`src/rtl/bpsk_tx_framer.sv`:
```
`default_nettype none
// +----------------------------------------------------------------------------+
// | bpsk_tx_framer: FIFO-buffered frame builder feeding bpsk_top.data            |
// | Rev 1.0  initial release                                                   |
// +----------------------------------------------------------------------------+
module bpsk_tx_framer #(
  parameter int                    DATA_WIDTH    = 12,
  parameter int                    WORD_PERIOD   = 3072,
  parameter int                    FIFO_DEPTH    = 8,
  parameter int                    PREAMBLE_LEN  = 4,
  parameter logic [DATA_WIDTH-1:0] PREAMBLE_WORD = 12'hA5A,
  parameter int                    GAP_LEN       = 2,
  parameter logic [DATA_WIDTH-1:0] IDLE_WORD     = '0
) (
  input  logic                  clk,
  input  logic                  arstn,
  input  logic                  en,
  input  logic                  s_valid,
  output logic                  s_ready,
  input  logic [DATA_WIDTH-1:0] s_data,
  input  logic                  s_last,
  output logic [DATA_WIDTH-1:0] data_out,
  output logic                  busy,
  output logic                  frame_done,
  output logic                  underrun
);

  localparam int AW = $clog2(FIFO_DEPTH);
  localparam int TW = $clog2(WORD_PERIOD);
  localparam int PW = $clog2(PREAMBLE_LEN + 1);
  localparam int GW = (GAP_LEN > 0) ? $clog2(GAP_LEN + 1) : 1;

  localparam logic [TW-1:0] WCNT_MAX  = TW'(WORD_PERIOD - 1);
  localparam logic [PW-1:0] PCNT_END  = PW'(PREAMBLE_LEN);
  localparam logic [GW-1:0] GCNT_END  = GW'(GAP_LEN);
  localparam logic [AW:0]   FIFO_FULL = (AW + 1)'(FIFO_DEPTH);

  localparam logic [1:0] ST_IDLE     = 2'd0;
  localparam logic [1:0] ST_PREAMBLE = 2'd1;
  localparam logic [1:0] ST_PAYLOAD  = 2'd2;
  localparam logic [1:0] ST_GAP      = 2'd3;

  // Each FIFO entry keeps the frame-end marker alongside its data.
  logic [DATA_WIDTH:0]   mem [FIFO_DEPTH];
  logic [AW-1:0]         wptr, rptr;
  logic [AW:0]           count, count_nxt;
  logic                  push, pop, empty;
  logic [DATA_WIDTH-1:0] head_data;
  logic                  head_last;

  logic [TW-1:0]         wcnt;
  logic                  wb;
  logic [1:0]            state, state_nxt;
  logic [PW-1:0]         pcnt, pcnt_nxt;
  logic [GW-1:0]         gcnt, gcnt_nxt;
  logic                  last_seen, last_seen_nxt;
  logic [DATA_WIDTH-1:0] data_nxt;
  logic                  frame_done_nxt, underrun_nxt;
  logic                  present, go_idle;

  assign push      = s_valid && s_ready;
  assign empty     = (count == '0);
  assign head_data = mem[rptr][DATA_WIDTH-1:0];
  assign head_last = mem[rptr][DATA_WIDTH];
  assign wb        = en && (wcnt == WCNT_MAX);
  assign busy      = (state != ST_IDLE);

  always_comb begin
    count_nxt = count;
    case ({push, pop})
      2'b10:   count_nxt = count + 1'b1;
      2'b01:   count_nxt = count - 1'b1;
      default: count_nxt = count;
    endcase
  end

  always_comb begin
    state_nxt      = state;
    pcnt_nxt       = pcnt;
    gcnt_nxt       = gcnt;
    last_seen_nxt  = last_seen;
    data_nxt       = data_out;
    frame_done_nxt = 1'b0;
    underrun_nxt   = 1'b0;
    pop            = 1'b0;
    present        = 1'b0;
    go_idle        = 1'b0;
    if (wb) begin
      case (state)
        ST_IDLE: go_idle = 1'b1;
        ST_PREAMBLE: begin
          if (pcnt != PCNT_END) begin
            pcnt_nxt = pcnt + PW'(1);
            data_nxt = PREAMBLE_WORD;
          end else begin
            state_nxt = ST_PAYLOAD;
            present   = 1'b1;
          end
        end
        ST_PAYLOAD: begin
          if (last_seen) begin
            last_seen_nxt = 1'b0;
            if (GAP_LEN > 0) begin
              state_nxt = ST_GAP;
              data_nxt  = IDLE_WORD;
              gcnt_nxt  = GW'(1);
            end else begin
              frame_done_nxt = 1'b1;
              go_idle        = 1'b1;
            end
          end else begin
            present = 1'b1;
          end
        end
        default: begin
          if (gcnt != GCNT_END) begin
            gcnt_nxt = gcnt + GW'(1);
            data_nxt = IDLE_WORD;
          end else begin
            frame_done_nxt = 1'b1;
            go_idle        = 1'b1;
          end
        end
      endcase

      // Frame end re-evaluates the idle rule so queued frames follow back-to-back.
      if (go_idle) begin
        if (!empty) begin
          state_nxt = ST_PREAMBLE;
          data_nxt  = PREAMBLE_WORD;
          pcnt_nxt  = PW'(1);
        end else begin
          state_nxt = ST_IDLE;
          data_nxt  = IDLE_WORD;
        end
      end

      if (present) begin
        if (!empty) begin
          pop           = 1'b1;
          data_nxt      = head_data;
          last_seen_nxt = head_last;
        end else begin
          data_nxt     = IDLE_WORD;
          underrun_nxt = 1'b1;
        end
      end
    end
  end

  always_ff @(posedge clk) begin
    if (push) begin
      mem[wptr] <= {s_last, s_data};
    end
  end

  always_ff @(posedge clk or negedge arstn) begin
    if (!arstn) begin
      wptr       <= '0;
      rptr       <= '0;
      count      <= '0;
      s_ready    <= 1'b1;
      wcnt       <= '0;
      state      <= ST_IDLE;
      pcnt       <= '0;
      gcnt       <= '0;
      last_seen  <= 1'b0;
      data_out   <= IDLE_WORD;
      frame_done <= 1'b0;
      underrun   <= 1'b0;
    end else begin
      if (push) begin
        wptr <= wptr + 1'b1;
      end
      if (pop) begin
        rptr <= rptr + 1'b1;
      end
      count   <= count_nxt;
      // Registered ready: a pop from a full FIFO reopens the port one cycle later.
      s_ready <= (count_nxt != FIFO_FULL);
      if (en) begin
        wcnt <= wb ? '0 : wcnt + 1'b1;
      end
      state      <= state_nxt;
      pcnt       <= pcnt_nxt;
      gcnt       <= gcnt_nxt;
      last_seen  <= last_seen_nxt;
      data_out   <= data_nxt;
      frame_done <= frame_done_nxt;
      underrun   <= underrun_nxt;
    end
  end

endmodule
`default_nettype wire

```
`config.mk`:
```
export PLATFORM = sky130hd
export DESIGN_NAME = bpsk_tx_framer
export DESIGN_NICKNAME = d
export VERILOG_FILES = /design/src/rtl/bpsk_tx_framer.sv
export SDC_FILE = /design/constraint.sdc
export NUM_CORES = 1
export LEC_CHECK = 0
export ABC_AREA = 1
export ABC_CLOCK_PERIOD_IN_PS = 5580
export BUFFER_PORTS_ARGS = -buffer_cell sky130_fd_sc_hd__buf_2
export CAP_MARGIN = 20
export CORE_MARGIN = 2
export CORE_UTILIZATION = 26
export CTS_BUF_LIST = sky130_fd_sc_hd__clkbuf_4
export CTS_CLUSTER_DIAMETER = 50
export DETAILED_ROUTE_END_ITERATION = 10
export GPL_TIMING_DRIVEN = 0
export SLEW_MARGIN = 20
export SYNTH_ARGS = -nofsm -noshare
export SYNTH_HDL_FRONTEND = slang
export SYNTH_SLANG_ARGS = --single-unit
```
`constraint.sdc`:
```
create_clock -name clk -period 5.58 [get_ports clk]
set_input_delay 1.116 -clock clk [delete_from_list [all_inputs] [get_ports clk]]
set_output_delay 1.116 -clock clk [all_outputs]
set_load 0.02 [all_outputs]
```
==> results.cfg <==
[outcome]
outcome = completed

[clocking]
clock_latency_ns = 0.57
clk_pin_slew_ns = 0.14
cts_setup_buffers = 0
cts_buffers = 17
clockBufferDepth = 2
clockRootBuffer = clkbuf_4
post_cts_resized = 0
h-tree-depth = 4
tritoncts = done
ctsHoldBuffers = 0
cts.sinks = 149

[yosys]
ys_types = 38
ys_ff_latch = 149
syn_area_sq_um = 6420
synth_area_per_cell_sq_um = 11.4
ys_seq_area_share_pct = 66.2
ys.flop_type = edfxtp_1
synth.area.top_cells = edfxtp_1 (49%), dfrtp_1 (17%), o21ai_0 (5.5%)
syn_inst = 564
synthArstFlopShare_pct = 30.2
synth_nets = 594
yosys_warnings = 0
synth_top_area_share_pct = 48.6
yosysTopAreaCell = edfxtp_1
synth_edf_count = 104

[global_route]
grtUsageMet3_pct = 2.93
gr-usage-met2_pct = 19.2
grt_max_degree = 46
grt_pass1_vias = 4267
grt-ovfl-total = 0
grtUsageMet1_pct = 16.8
antenna_found_initial = 1
grt_usage_pct = 12.3
grt_first_pass_wirelength_mm = 24.2
busiest_layer = met2

[final_layout]
layout.cells.non_filler = 958
drive_gt1_share_pct = 16.6
area_growth_pct = 15.7
final_cell_area_sq_um = 7430
nets = 650

[placed_design]
hpwlAfterDp_mm = 10.4
io_buffers = 31
gp_congestion = 0.806
dp_cells = 925
dpl-instance-area_sq_um = 7080

[sta]
fin_crit_ns = 2.74
max_slew.worst_pin.slew_ns = 0.925
report.final.setup_viol = 0
rsz0062_at_grt = false
finalCritPeriodShare_pct = 49.1
clock_skew_ns = 0.0199
slew_headroom_pct = 38.2
fmax_mhz = 365
holdWs_ns = 0.499
finalHoldViolCount = 0
tns_ns = 0
drv_slew = 0

[detailed_routing]
vias = 4393
finalWirelength_mm = 15.4
postRouteAntennaNets = 0
dr.pass1.iters = 5
vias_per_cell = 4.59
drt_iter0_drc = 296
wl_per_cell_microns = 16.1
drc_errors = 0

[floorplanning]
die_h_microns = 161
die-area_sq_um = 26000
pin_count = 33
die_w_microns = 161
initial_core_util_pct = 26.4
coreArea_sq_um = 24300
core.rowCount = 57

[worst_setup_path]
critPathArrivalTime_ns = 1.62
r2r_setup_slack_ns = 2.95
ff2ff_path_depth = 16
critical_path_required_ns = 4.46
crit_fanout = 4
cp-end-kind = output port
cp-start-kind = flop
crit_type = reg2out
r2r_end = s_ready
r2r-start = state[1]

[power_and_ir_drop]
irDropWorstVdd_v = 0.000142
p_leak_nw = 2.83
power_density_nw_per_um2 = 358
totalPowerFinal_mw = 2.66

[worst_hold_path]
min_path_type = reg2reg
min-delay-start = data_out[0]
holdPathStages = 2
worstHoldEndpoint = data_out[0]

[run]
maxCapViolCount = 0
==> worst max-delay path: stages (launching register included) <==
cell and delay (ns):
dfrtp_1 0.46, inv_1 0.11, ha_1 0.22, inv_1 0.09, buf_2 0.18
==> worst max-delay path by stage <==
stage | startpoint | to | slack [ns] | cells past startpoint
finish | state[0] | busy | 2.84 | 4
global route | state[1] | s_ready | 2.68 | 16
CTS | state[0] | busy | 2.82 | 4
detailed placement | en | s_ready | 2.48 | 14
global placement | s_valid | mem[0][6] | 2.17 | 4
floorplan | en | s_ready | 2.72 | 14
==> cells by family after synthesis <==
| family | after synthesis | share of synthesized area [%] |
|---|---|---|
| muxes | 1 | 0.156 |
| xor gates and xnor gates | 8 | 1.09 |
| adders and majority gates | 13 | 2.53 |
| and+or+nand+nor | 201 | 14.5 |
| DFF | 149 | 66.2 |
| AOI/OAI and AO/OA | 126 | 11.6 |
| buffers and inverters | 66 | 3.97 |
==> cell type report <==
cell class | instances | area [sq um]
inverters | 44 | 165
repair buffers | 37 | 233
plain buffers | 22 | 90.1
fillers | 2433 | 16900
flip-flops and latches | 149 | 4250
multi-input cells | 349 | 1940
clock inverters | 15 | 220
clock buffers | 17 | 128
well taps | 324 | 405
diodes | 1 | 2.50
==> per-layer routing <==
| metal | share of wire, % | wire, microns | vias to the layer above |
|---|---|---|---|
| li1 | - | - | 2117 |
| met1 | 46 | 7070 | 2131 |
| met2 | 46 | 7070 | 127 |
| met3 | 6.4 | 978 | 18 |
| met4 | 1.7 | 265 | 0 |
| met5 | 0 | 0 | - |
==> metrics by stage <==
stage                     utilization, %  worst slack, ns
after floorplan                        -             2.72
after global placement              28.7             2.17
after detailed placement            29.1             2.48
after CTS                           30.6             2.82
after global routing                30.6             2.68
final                               30.6             2.84
==> report_power, final <==
group,total (mW),switching (mW),internal [mW]
combinational,0.420,0.286,0.133
clock,0.807,0.438,0.369
sequential,1.44,0.0730,1.36
total,2.66,0.797,1.87
==> cells in the mapped netlist (4+ instances only) <==
library cell,count
nor2_1,87
dfrtp_1,44
xor2_1,6
inv_1,40
o211ai_1,4
o221ai_1,16
nand2_1,60
nand3_2,4
ha_1,13
o22ai_1,8
nor3_1,7
o21ai_0,70
edfxtp_1,104
a31oi_1,8
clkbuf_1,17
a21oi_1,12
nand3_1,24
==> state kept, by name (all words and copies together) (netlist names) <==
name        cells
count           4
wcnt           12
pcnt            3
mem           104
state           2
underrun        1
rptr            3
gcnt            2
data_out       12
wptr            3
s_ready         1
frame_done      1
last_seen       1
==> placed cells by master, fill, tap and decap left out, types with 6 or more instances in the layout <==
cell type  synthesis  final
clkbuf_4           0     17
o221ai_1          16     16
o21ai_0           70     70
clkbuf_1          17     17
nor3_1             7      7
nor2_1            87     79
a21oi_1           12     12
nand3_1           24     24
nand2_1           60     60
xor2_1             6      6
a31oi_1            8      8
nor2_2             3     11
inv_1             40     40
o22ai_1            8      8
ha_1              13     13
dfrtp_1           44     44
edfxtp_1         104    104
buf_2              3     33
Note: power is estimated with default switching activity, not from simulation.
